===== src/rtl/keypad_pkg.sv =====
// Shared types and key map for the 4x4 keypad scanner.
package keypad_pkg;

  typedef enum logic [1:0] {
    SCAN,
    DEBOUNCE,
    HELD
  } state_e;

  localparam logic [3:0] KEY_STAR = 4'hE;
  localparam logic [3:0] KEY_HASH = 4'hF;

  // Row/column position to key code: r0 = 1 2 3 A, r1 = 4 5 6 B, r2 = 7 8 9 C, r3 = * 0 # D.
  function automatic logic [3:0] keymap(input logic [1:0] row_idx, input logic [1:0] col_idx);
    logic [3:0] code;
    unique case ({row_idx, col_idx})
      4'b00_00: code = 4'h1;
      4'b00_01: code = 4'h2;
      4'b00_10: code = 4'h3;
      4'b00_11: code = 4'hA;
      4'b01_00: code = 4'h4;
      4'b01_01: code = 4'h5;
      4'b01_10: code = 4'h6;
      4'b01_11: code = 4'hB;
      4'b10_00: code = 4'h7;
      4'b10_01: code = 4'h8;
      4'b10_10: code = 4'h9;
      4'b10_11: code = 4'hC;
      4'b11_00: code = KEY_STAR;
      4'b11_01: code = 4'h0;
      4'b11_10: code = KEY_HASH;
      default:  code = 4'hD;
    endcase
    return code;
  endfunction

endpackage


===== src/rtl/keypad_scan_if.sv =====
// Keypad-side and entry-side signals of the scanner; slave = scanner, master = keypad/consumer side.
interface keypad_scan_if;
  logic [3:0] row_n;
  logic [3:0] col_n;
  logic [3:0] key_code;
  logic       key_valid;
  logic       key_held;
  logic [3:0] ones;
  logic [3:0] tens;

  modport master (
    output row_n,
    input  col_n, key_code, key_valid, key_held, ones, tens
  );

  modport slave (
    input  row_n,
    output col_n, key_code, key_valid, key_held, ones, tens
  );
endinterface


===== src/rtl/keypad_tick_gen.sv =====
// Free-running divider: tick is high for one cycle every TICKS+1 clocks.
module keypad_tick_gen #(
  parameter int unsigned TICKS = 49_999
) (
  input  logic clk_50MHz,
  input  logic reset_n,
  output logic tick
);

  localparam int unsigned W = $clog2(TICKS + 2);

  logic [W-1:0] cnt_q;

  always_ff @(posedge clk_50MHz or negedge reset_n) begin
    if (!reset_n) begin
      cnt_q <= '0;
    end else if (cnt_q == W'(TICKS)) begin
      cnt_q <= '0;
    end else begin
      cnt_q <= cnt_q + W'(1);
    end
  end

  assign tick = (cnt_q == W'(TICKS));

endmodule


===== src/rtl/keypad_scan.sv =====
// 4x4 matrix keypad scanner with debounce and a 2-digit BCD entry register.
// Optional auto-repeat while a key is held: define KEYPAD_REPEAT_EN.
module keypad_scan
  import keypad_pkg::*;
#(
  parameter int unsigned SCAN_TICKS  = 49_999,
  parameter int unsigned DEBOUNCE_MS = 20
`ifdef KEYPAD_REPEAT_EN
  ,
  parameter int unsigned REPEAT_DELAY = 500,
  parameter int unsigned REPEAT_RATE  = 100
`endif
) (
  input  logic          clk_50MHz,
  input  logic          reset_n,
  keypad_scan_if.slave  kp
);

  localparam int unsigned DW       = $clog2(DEBOUNCE_MS + 1);
  localparam int unsigned DEB_LAST = (DEBOUNCE_MS >= 2) ? DEBOUNCE_MS - 2 : 0;
  localparam int unsigned REL_LAST = (DEBOUNCE_MS >= 1) ? DEBOUNCE_MS - 1 : 0;

  logic          tick;
  logic [3:0]    rs1_q, rs_q;
  state_e        state_q;
  logic [3:0]    col_q;
  logic [1:0]    col_idx_q;
  logic [1:0]    row_q;
  logic [DW-1:0] deb_q, rel_q;
  logic [3:0]    key_code_q;
  logic          key_valid_q;
  logic          key_held_q;
  logic [3:0]    ones_q, tens_q;

  logic          one_low;
  logic [1:0]    low_idx;
  logic [3:0]    key_code_d;

`ifdef KEYPAD_REPEAT_EN
  localparam int unsigned RMAX = (REPEAT_DELAY > REPEAT_RATE) ? REPEAT_DELAY : REPEAT_RATE;
  localparam int unsigned RW   = $clog2(RMAX + 1);
  logic [RW-1:0] rpt_q;
  logic          first_q;
`endif

  keypad_tick_gen #(.TICKS(SCAN_TICKS)) u_tick (
    .clk_50MHz (clk_50MHz),
    .reset_n   (reset_n),
    .tick      (tick)
  );

  always_ff @(posedge clk_50MHz or negedge reset_n) begin
    if (!reset_n) begin
      rs1_q <= '1;
      rs_q  <= '1;
    end else begin
      rs1_q <= kp.row_n;
      rs_q  <= rs1_q;
    end
  end

  always_comb begin
    one_low = $onehot(~rs_q);
    low_idx = '0;
    for (int unsigned i = 0; i < 4; i++) begin
      if (!rs_q[i]) low_idx = 2'(i);
    end
    key_code_d = keymap((state_q == SCAN) ? low_idx : row_q, col_idx_q);
  end

  // A single-tick debounce accepts directly from SCAN; otherwise the detect tick counts as the first stable one.
  always_ff @(posedge clk_50MHz or negedge reset_n) begin
    if (!reset_n) begin
      state_q     <= SCAN;
      col_q       <= 4'b1110;
      col_idx_q   <= '0;
      row_q       <= '0;
      deb_q       <= '0;
      rel_q       <= '0;
      key_code_q  <= '0;
      key_valid_q <= 1'b0;
      key_held_q  <= 1'b0;
`ifdef KEYPAD_REPEAT_EN
      rpt_q       <= '0;
      first_q     <= 1'b1;
`endif
    end else begin
      key_valid_q <= 1'b0;
      if (tick) begin
        unique case (state_q)
          SCAN: begin
            if (one_low) begin
              row_q <= low_idx;
              deb_q <= '0;
              if (DEBOUNCE_MS <= 1) begin
                key_code_q  <= key_code_d;
                key_valid_q <= 1'b1;
                key_held_q  <= 1'b1;
                rel_q       <= '0;
                state_q     <= HELD;
`ifdef KEYPAD_REPEAT_EN
                rpt_q       <= '0;
                first_q     <= 1'b1;
`endif
              end else begin
                state_q <= DEBOUNCE;
              end
            end else begin
              col_q     <= {col_q[2:0], col_q[3]};
              col_idx_q <= col_idx_q + 2'd1;
            end
          end
          DEBOUNCE: begin
            if (rs_q == ~(4'b0001 << row_q)) begin
              if (deb_q == DW'(DEB_LAST)) begin
                key_code_q  <= key_code_d;
                key_valid_q <= 1'b1;
                key_held_q  <= 1'b1;
                rel_q       <= '0;
                state_q     <= HELD;
`ifdef KEYPAD_REPEAT_EN
                rpt_q       <= '0;
                first_q     <= 1'b1;
`endif
              end else begin
                deb_q <= deb_q + DW'(1);
              end
            end else begin
              state_q   <= SCAN;
              col_q     <= {col_q[2:0], col_q[3]};
              col_idx_q <= col_idx_q + 2'd1;
            end
          end
          HELD: begin
            if (!rs_q[row_q]) begin
              rel_q <= '0;
`ifdef KEYPAD_REPEAT_EN
              if (first_q ? (rpt_q == RW'(REPEAT_DELAY - 1)) : (rpt_q == RW'(REPEAT_RATE - 1))) begin
                key_valid_q <= 1'b1;
                rpt_q       <= '0;
                first_q     <= 1'b0;
              end else begin
                rpt_q <= rpt_q + RW'(1);
              end
`endif
            end else begin
`ifdef KEYPAD_REPEAT_EN
              rpt_q <= '0;
`endif
              if (rel_q == DW'(REL_LAST)) begin
                key_held_q <= 1'b0;
                state_q    <= SCAN;
                col_q      <= {col_q[2:0], col_q[3]};
                col_idx_q  <= col_idx_q + 2'd1;
              end else begin
                rel_q <= rel_q + DW'(1);
              end
            end
          end
          default: state_q <= SCAN;
        endcase
      end
    end
  end

  always_ff @(posedge clk_50MHz or negedge reset_n) begin
    if (!reset_n) begin
      ones_q <= '0;
      tens_q <= '0;
    end else if (key_valid_q) begin
      if (key_code_q <= 4'd9) begin
        tens_q <= ones_q;
        ones_q <= key_code_q;
      end else if (key_code_q == KEY_STAR) begin
        ones_q <= '0;
        tens_q <= '0;
      end
    end
  end

  assign kp.col_n     = col_q;
  assign kp.key_code  = key_code_q;
  assign kp.key_valid = key_valid_q;
  assign kp.key_held  = key_held_q;
  assign kp.ones      = ones_q;
  assign kp.tens      = tens_q;

endmodule


===== src/flat_wrapper.sv =====
// flat-port wrapper written by rule: the top's interface ports become plain ports
module keypad_scan_flat import keypad_pkg::*;
#(
  parameter int unsigned SCAN_TICKS  = 49_999,
  parameter int unsigned DEBOUNCE_MS = 20

)
  (clk_50MHz, reset_n, kp_row_n, kp_col_n, kp_key_code, kp_key_valid, kp_key_held, kp_ones, kp_tens);
  keypad_scan_if kp_i ();
  input  logic clk_50MHz;
  input  logic reset_n;
  input wire logic [$bits(kp_i.row_n)-1:0] kp_row_n;
  output wire logic [$bits(kp_i.col_n)-1:0] kp_col_n;
  output wire logic [$bits(kp_i.key_code)-1:0] kp_key_code;
  output wire logic [$bits(kp_i.key_valid)-1:0] kp_key_valid;
  output wire logic [$bits(kp_i.key_held)-1:0] kp_key_held;
  output wire logic [$bits(kp_i.ones)-1:0] kp_ones;
  output wire logic [$bits(kp_i.tens)-1:0] kp_tens;
  assign kp_i.row_n = kp_row_n;
  assign kp_col_n = kp_i.col_n;
  assign kp_key_code = kp_i.key_code;
  assign kp_key_valid = kp_i.key_valid;
  assign kp_key_held = kp_i.key_held;
  assign kp_ones = kp_i.ones;
  assign kp_tens = kp_i.tens;
  keypad_scan #(.SCAN_TICKS(SCAN_TICKS), .DEBOUNCE_MS(DEBOUNCE_MS)) u_core (.clk_50MHz(clk_50MHz), .reset_n(reset_n), .kp(kp_i));
endmodule

===== config.mk =====
export PLATFORM = sky130hd
export DESIGN_NAME = keypad_scan_flat
export DESIGN_NICKNAME = d
export VERILOG_FILES = /design/src/rtl/keypad_pkg.sv /design/src/rtl/keypad_scan_if.sv /design/src/rtl/keypad_tick_gen.sv /design/src/rtl/keypad_scan.sv /design/src/flat_wrapper.sv
export SDC_FILE = /design/constraint.sdc
export NUM_CORES = 1
export LEC_CHECK = 0
export BUFFER_PORTS_ARGS = -buffer_cell sky130_fd_sc_hd__buf_2
export CAP_MARGIN = 20
export CORE_MARGIN = 2
export CORE_UTILIZATION = 50
export CTS_BUF_LIST = sky130_fd_sc_hd__clkbuf_16
export DETAILED_ROUTE_END_ITERATION = 6
export GPL_TIMING_DRIVEN = 0
export PLACE_DENSITY = 0.68
export REMOVE_ABC_BUFFERS = 1
export SYNTH_ARGS = -nofsm -noshare
export SYNTH_HDL_FRONTEND = slang
export SYNTH_SLANG_ARGS = --single-unit

===== constraint.sdc =====
create_clock -name clk_50MHz -period 6.9 [get_ports clk_50MHz]
set_input_delay 1.035 -clock clk_50MHz [delete_from_list [all_inputs] [get_ports clk_50MHz]]
set_output_delay 1.035 -clock clk_50MHz [all_outputs]
set_load 0.05 [all_outputs]

; ---- After elaboration in Yosys (flattened, before gate mapping)
; Memories as Yosys holds them, arrays and structs flattened. A register that Yosys moved wholly into a read port is not among the register bits.
; Cells that the tools add are included.
[totals]
memories = 1
inputBits = 6
elab_cells = 102
rom_bits = 64
reg_bits = 54
[classes]
n_addsub = 7
magnitude_cmp = 2
reduce_logical = 14
bitwise = 2
shifts = 1
n_eq_ne = 18
muxes = 44
[memory_table]
columns = memory, depth, word_bits, rd, rd_ports_with_merged_regs, wr, line_no
row1 = (no name shown), 16, 4, 1, 1, 0, keypad_pkg.sv:16  ; unique case ({row_idx, col_idx})
[op_table]
columns = op, count
row1 = 5-bit 2-to-1 mux, 7
row2 = 4-bit 2-to-1 mux, 7
row3 = 2-bit 2-to-1 mux, 12
row4 = 5-bit one-hot mux with 2 select lines, 2
row5 = "16-bit by 1-bit adder with 16-bit output, second input constant", 1
row6 = "16-bit == test, second input constant", 1
row7 = 16-bit 2-to-1 mux, 1
row8 = 5-bit AND reduction, 3
row9 = 2-bit one-hot mux with 3 select lines, 2
row10 = 4-bit one-hot mux with 3 select lines, 1
row11 = 6-bit AND reduction, 2
row12 = "5-bit by 1-bit adder with 5-bit output, second input constant", 2
row13 = "5-bit == test, second input constant", 2
row14 = 1-bit 2-to-1 mux, 10
row15 = "2-bit by 1-bit inequality test with 1-bit output, second input constant", 5
row16 = 4-bit NOT, 2
row17 = "2-bit inequality test, second input constant", 3
row18 = "3-bit inequality test, second input constant", 2
row19 = 2-bit nonzero test, 3
row20 = 1-bit by 1-bit adder with 2-bit output, 2
row21 = 4-bit == test, 1
row22 = "4-bit == test, second input constant", 1
row23 = "4-bit <= comparator, second input constant", 1
row24 = 4-bit AND reduction, 1
row25 = other kinds (14), 14

; ---- Longest topological paths before layout
[logic_depth]
ltp_word = 6
ltp_mapped = 10
mapped_depth_nobuf = 9

; ---- By module
; A second synthesis with hierarchy kept.
[hier_totals]
hier_cells = 260
hier_area_um2 = 2800.2
[modules_own_cells]
columns = mod, cells_each, seq_area_each_um2, area_per_inst_um2, n_inst
row1 = keypad_scan, 192, 1064.8, 2049.5, 1
row2 = keypad_tick_gen, 68, 400.4, 750.7, 1

; ---- Least setup slack after synthesis
; No wires, ideal clock.
[synth_path]
kind = register to register
from = register u_core.rs_q[3]
to = register u_core.deb_q[3]
path_buffers = 1
synth_period_minus_slack_ns = 2.794
stages_incl_launch_ff = 10
setup_ns = 0.069
setup_slack_ns = 4.106
arrival_time_ns = 2.725
required_time_ns = 6.831
path_cell_list = dfstp_2 buf_2 inv_1 ha_1 ha_1 fa_1 o31ai_1 nand3_1 or4_1 nand3_1
[synth_between]
elab_chain_cells = 6
word_cells_on_any_way = 8
[synth_lines]
columns = element, line_no
row1 = "start, declared", keypad_scan.sv:24  ; logic [3:0] rs1_q, rs_q;
row2 = "start signal, assigned", keypad_scan.sv:58  ; rs_q <= rs1_q;
row3 = 4-bit NOT, keypad_scan.sv:63  ; one_low = $onehot(~rs_q);
row4 = 1-bit by 1-bit adder with 2-bit output (implied by the code), keypad_scan.sv:63
row5 = 3-bit adder (implied by the code), keypad_scan.sv:63
row6 = 3-bit by 1-bit == test with 1-bit output, keypad_scan.sv:63
row7 = 2-bit by 1-bit inequality test with 1-bit output (no source line), -
row8 = 5-bit AND reduction (no source line) (*), -
row9 = "end signal, assigned", keypad_scan.sv:126  ; deb_q <= deb_q + DW'(1);
row10 = "end, declared", keypad_scan.sv:29  ; logic [DW-1:0] deb_q, rel_q;
; Mark *: on every way between the ends. The rest lies on a longest branch, timed or not.
; A chain may end at the register's enable or synchronous reset.

; ---- Worst setup path after layout
[layout_path]
from = register u_core.rs_q[2]
to = register u_core.deb_q[3]
; The elaborated chain is that of the path after synthesis.

==> results.cfg <==
[sta]
rsz0062_at_grt = false
worstMarginPinSlew_ns = 1.01
max_slew_margin_pct = 31.8
drv_slew = 0
final_hold_viol_count = 0
fin_crit_sh_pct = 43.1
post-route-worst-setup-slack_ns = 3.93
finalSetupViolCount = 0
setup_tns_ns = 0
finalCriticalPeriod_ns = 2.97
fmax_ghz = 0.337
hold_ws_ns = 0.356
fin_skew_ns = 0.00816

[yosys]
synth.avg_cell_area_um2 = 10.9
yosys_warnings = 0
synth_cell_types = 60
ys_top_cells_by_area = dfrtp_1, dfstp_2, ha_1
synth_commonest_cells = dfrtp_1, nand3_1, ha_1, inv_1, nand2_1
synthFlopType = dfrtp_1
synth_edf_count = 0
ys_seq_elements = 58
synth_top_area_share_pct = 37.8
yosysSeqAreaShare_pct = 47.0
synth_top_area_cell = dfrtp_1
synth.most_common_cell = dfrtp_1
syn_area_mm2 = 0.00311
syn_inst = 286
ys_async_sr_fraction_pct = 100

[run_status]
status = complete, no violations

[clock_tree]
clk_pin_slew_worst_paths_ns = 0.05
post_cts_resized = 0
numClockSinks = 58
root_buffer = clkbuf_16
cts_buffer_depth = 2
cts_hold_buf = 0
clk_latency_ns = 0.33
cts_setup_buffers = 0
numCtsBuffers = 9
cts_tree = done
cts_max_level = 3

[route]
drtAntennaViolNets = 0
wl_per_cell_um = 14.8
via_per_inst = 5.76
drt_iter0_drc = 82
drt-total-wl_um = 5840
drc_errors = 0
firstDrtPassIters = 4
vias = 2271

[global_route]
gr-max-usage-layer = met2
met2_usage_pct = 28.6
track_usage_pct = 18.6
grt_pass1_wl_um = 10300
grt_pass1_vias = 2129
use_met3_pct = 5.77
groute.layer.met1.usage_pct = 25.1
overflow = 0
grt_max_degree = 42
antenna_found_initial = 0

[layout]
stdcell_count = 394
fill_cells = 497
nets = 339
antennaDiodeCount = 0
post-route-util_pct = 61.6
area_growth_syn_to_layout_pct = 17.7
drive_above_1_share_pct = 19.1

[place]
gp_congestion = 0.759
preCtsSetupSlack_ns = 3.94
hpwl_um = 4120
dp_cells = 377
portBuffers = 23

[critical_path]
crit_arrival_ns = 3.23
slowest_delay_ns = 0.59
path_max_fanout = 10
start_kind = flop
critical_path_required_ns = 7.16
cp_cell_sequence = inv_1, ha_1, ha_1, fa_1, o31ai_1, nand3_1, or4_1, nand3_1
cp_slowest_cell = or4_1
path_class = reg2reg
cp-end-kind = flop

[floorplanning]
rows = 28
die_area_mm2 = 0.00688
start_util_pct = 52.3
io_pins = 24
die_w_um = 82.9
die_y_um = 82.9
coreArea_mm2 = 0.00596

[power_and_ir_drop]
ir_drop_mv = 0.150
power.density_mw_per_mm2 = 243
p_leak_nw = 1.72

[hold_path]
hp-class = reg2reg

[flow_run]
drv_cap = 0
## cell type report
type	instances	area, um^2	area share, %
flip-flops and latches	58	1470	40.0
clock buffers	9	225	6.14
repair buffers	25	140	3.82
inverters	18	67.6	1.84
well taps	75	93.8	2.56
multi-input cells	202	1550	42.3
clock inverters	7	125	3.41
## cells by family after synthesis
family                     share of synthesized area [%]
AOI/OAI and AO/OA                                   11.9
xor gates and xnor gates                            4.22
adders and majority gates                           7.87
buffers and inverters                               3.21
DFF                                                 47.0
muxes                                               7.15
and+or+nand+nor                                     18.6
## stage by stage
step,instance area [um^2],total power [mW]
2_1_floorplan,3080,0.366
3_3_place_gp,3290,0.377
3_5_place_dp,3310,0.379
4_1_cts,3660,0.900
5_1_grt,3670,0.923
6_report,3670,0.891
## worst max-delay path: cells and delay by family (launching register included)
family / cells / cell delay (ns)
simple gates: 3 / 1.02
fa+ha+maj: 3 / 0.95
flops: 1 / 0.56
compound gates: 1 / 0.29
buf+inv: 1 / 0.09
## per-layer routing
metal / vias up / wire length [um]
met5: - / 0
met4: 0 / 68
met3: 10 / 263
met2: 48 / 2700
met1: 1111 / 2810
li1: 1102 / -
## cells in the final DEF, fill, tap and decap left out, types with 4 or more instances in the layout
| master | Yosys | layout |
|---|---|---|
| a21oi_1 | 6 | 6 |
| a22o_1 | 7 | 7 |
| and2_1 | 4 | 4 |
| buf_2 | 2 | 24 |
| clkbuf_16 | 0 | 9 |
| dfrtp_1 | 47 | 47 |
| dfstp_2 | 11 | 11 |
| ha_1 | 18 | 18 |
| inv_1 | 18 | 18 |
| mux2_1 | 7 | 7 |
| mux2i_1 | 11 | 11 |
| nand2_1 | 17 | 17 |
| nand2b_1 | 4 | 4 |
| nand3_1 | 22 | 22 |
| nor2_1 | 16 | 16 |
| nor4_1 | 4 | 4 |
| nor4bb_1 | 6 | 6 |
| o211ai_1 | 4 | 4 |
| o31ai_1 | 6 | 6 |
| xnor2_1 | 8 | 8 |
| xor2_1 | 7 | 7 |
## path summary, 6_finish.rpt
kind | start | endpoint | slack, ns | cells after the start
max in group asynchronous | reset_n | u_core.kp.col_n[2] | 5.66 | 2
min in group asynchronous | reset_n | u_core.deb_q[3] | 0.64 | 1
min reg2reg | u_core.rs1_q[3] | u_core.rs_q[3] | 0.36 | 0
max reg2reg | u_core.rs_q[2] | u_core.deb_q[3] | 3.93 | 8
min | u_core.rs1_q[3] | u_core.rs_q[3] | 0.36 | 0
max | u_core.rs_q[2] | u_core.deb_q[3] | 3.93 | 8
## power breakdown
part | internal, mW | total (mW) | switching, mW
Combinational | 0.00971 | 0.0258 | 0.0161
Clock | 0.356 | 0.519 | 0.163
Sequential | 0.345 | 0.347 | 0.00199
## registers in the layout, summed over array words and instances (netlist names), 4 cells and up
register	count
u_core.deb_q	5
u_core.kp.col_n	4
u_core.kp.key_code	4
u_core.kp.ones	4
u_core.kp.tens	4
u_core.rel_q	5
u_core.rs1_q	4
u_core.rs_q	4
u_core.u_tick.cnt_q	16
Power figures use the tool's default switching activity.
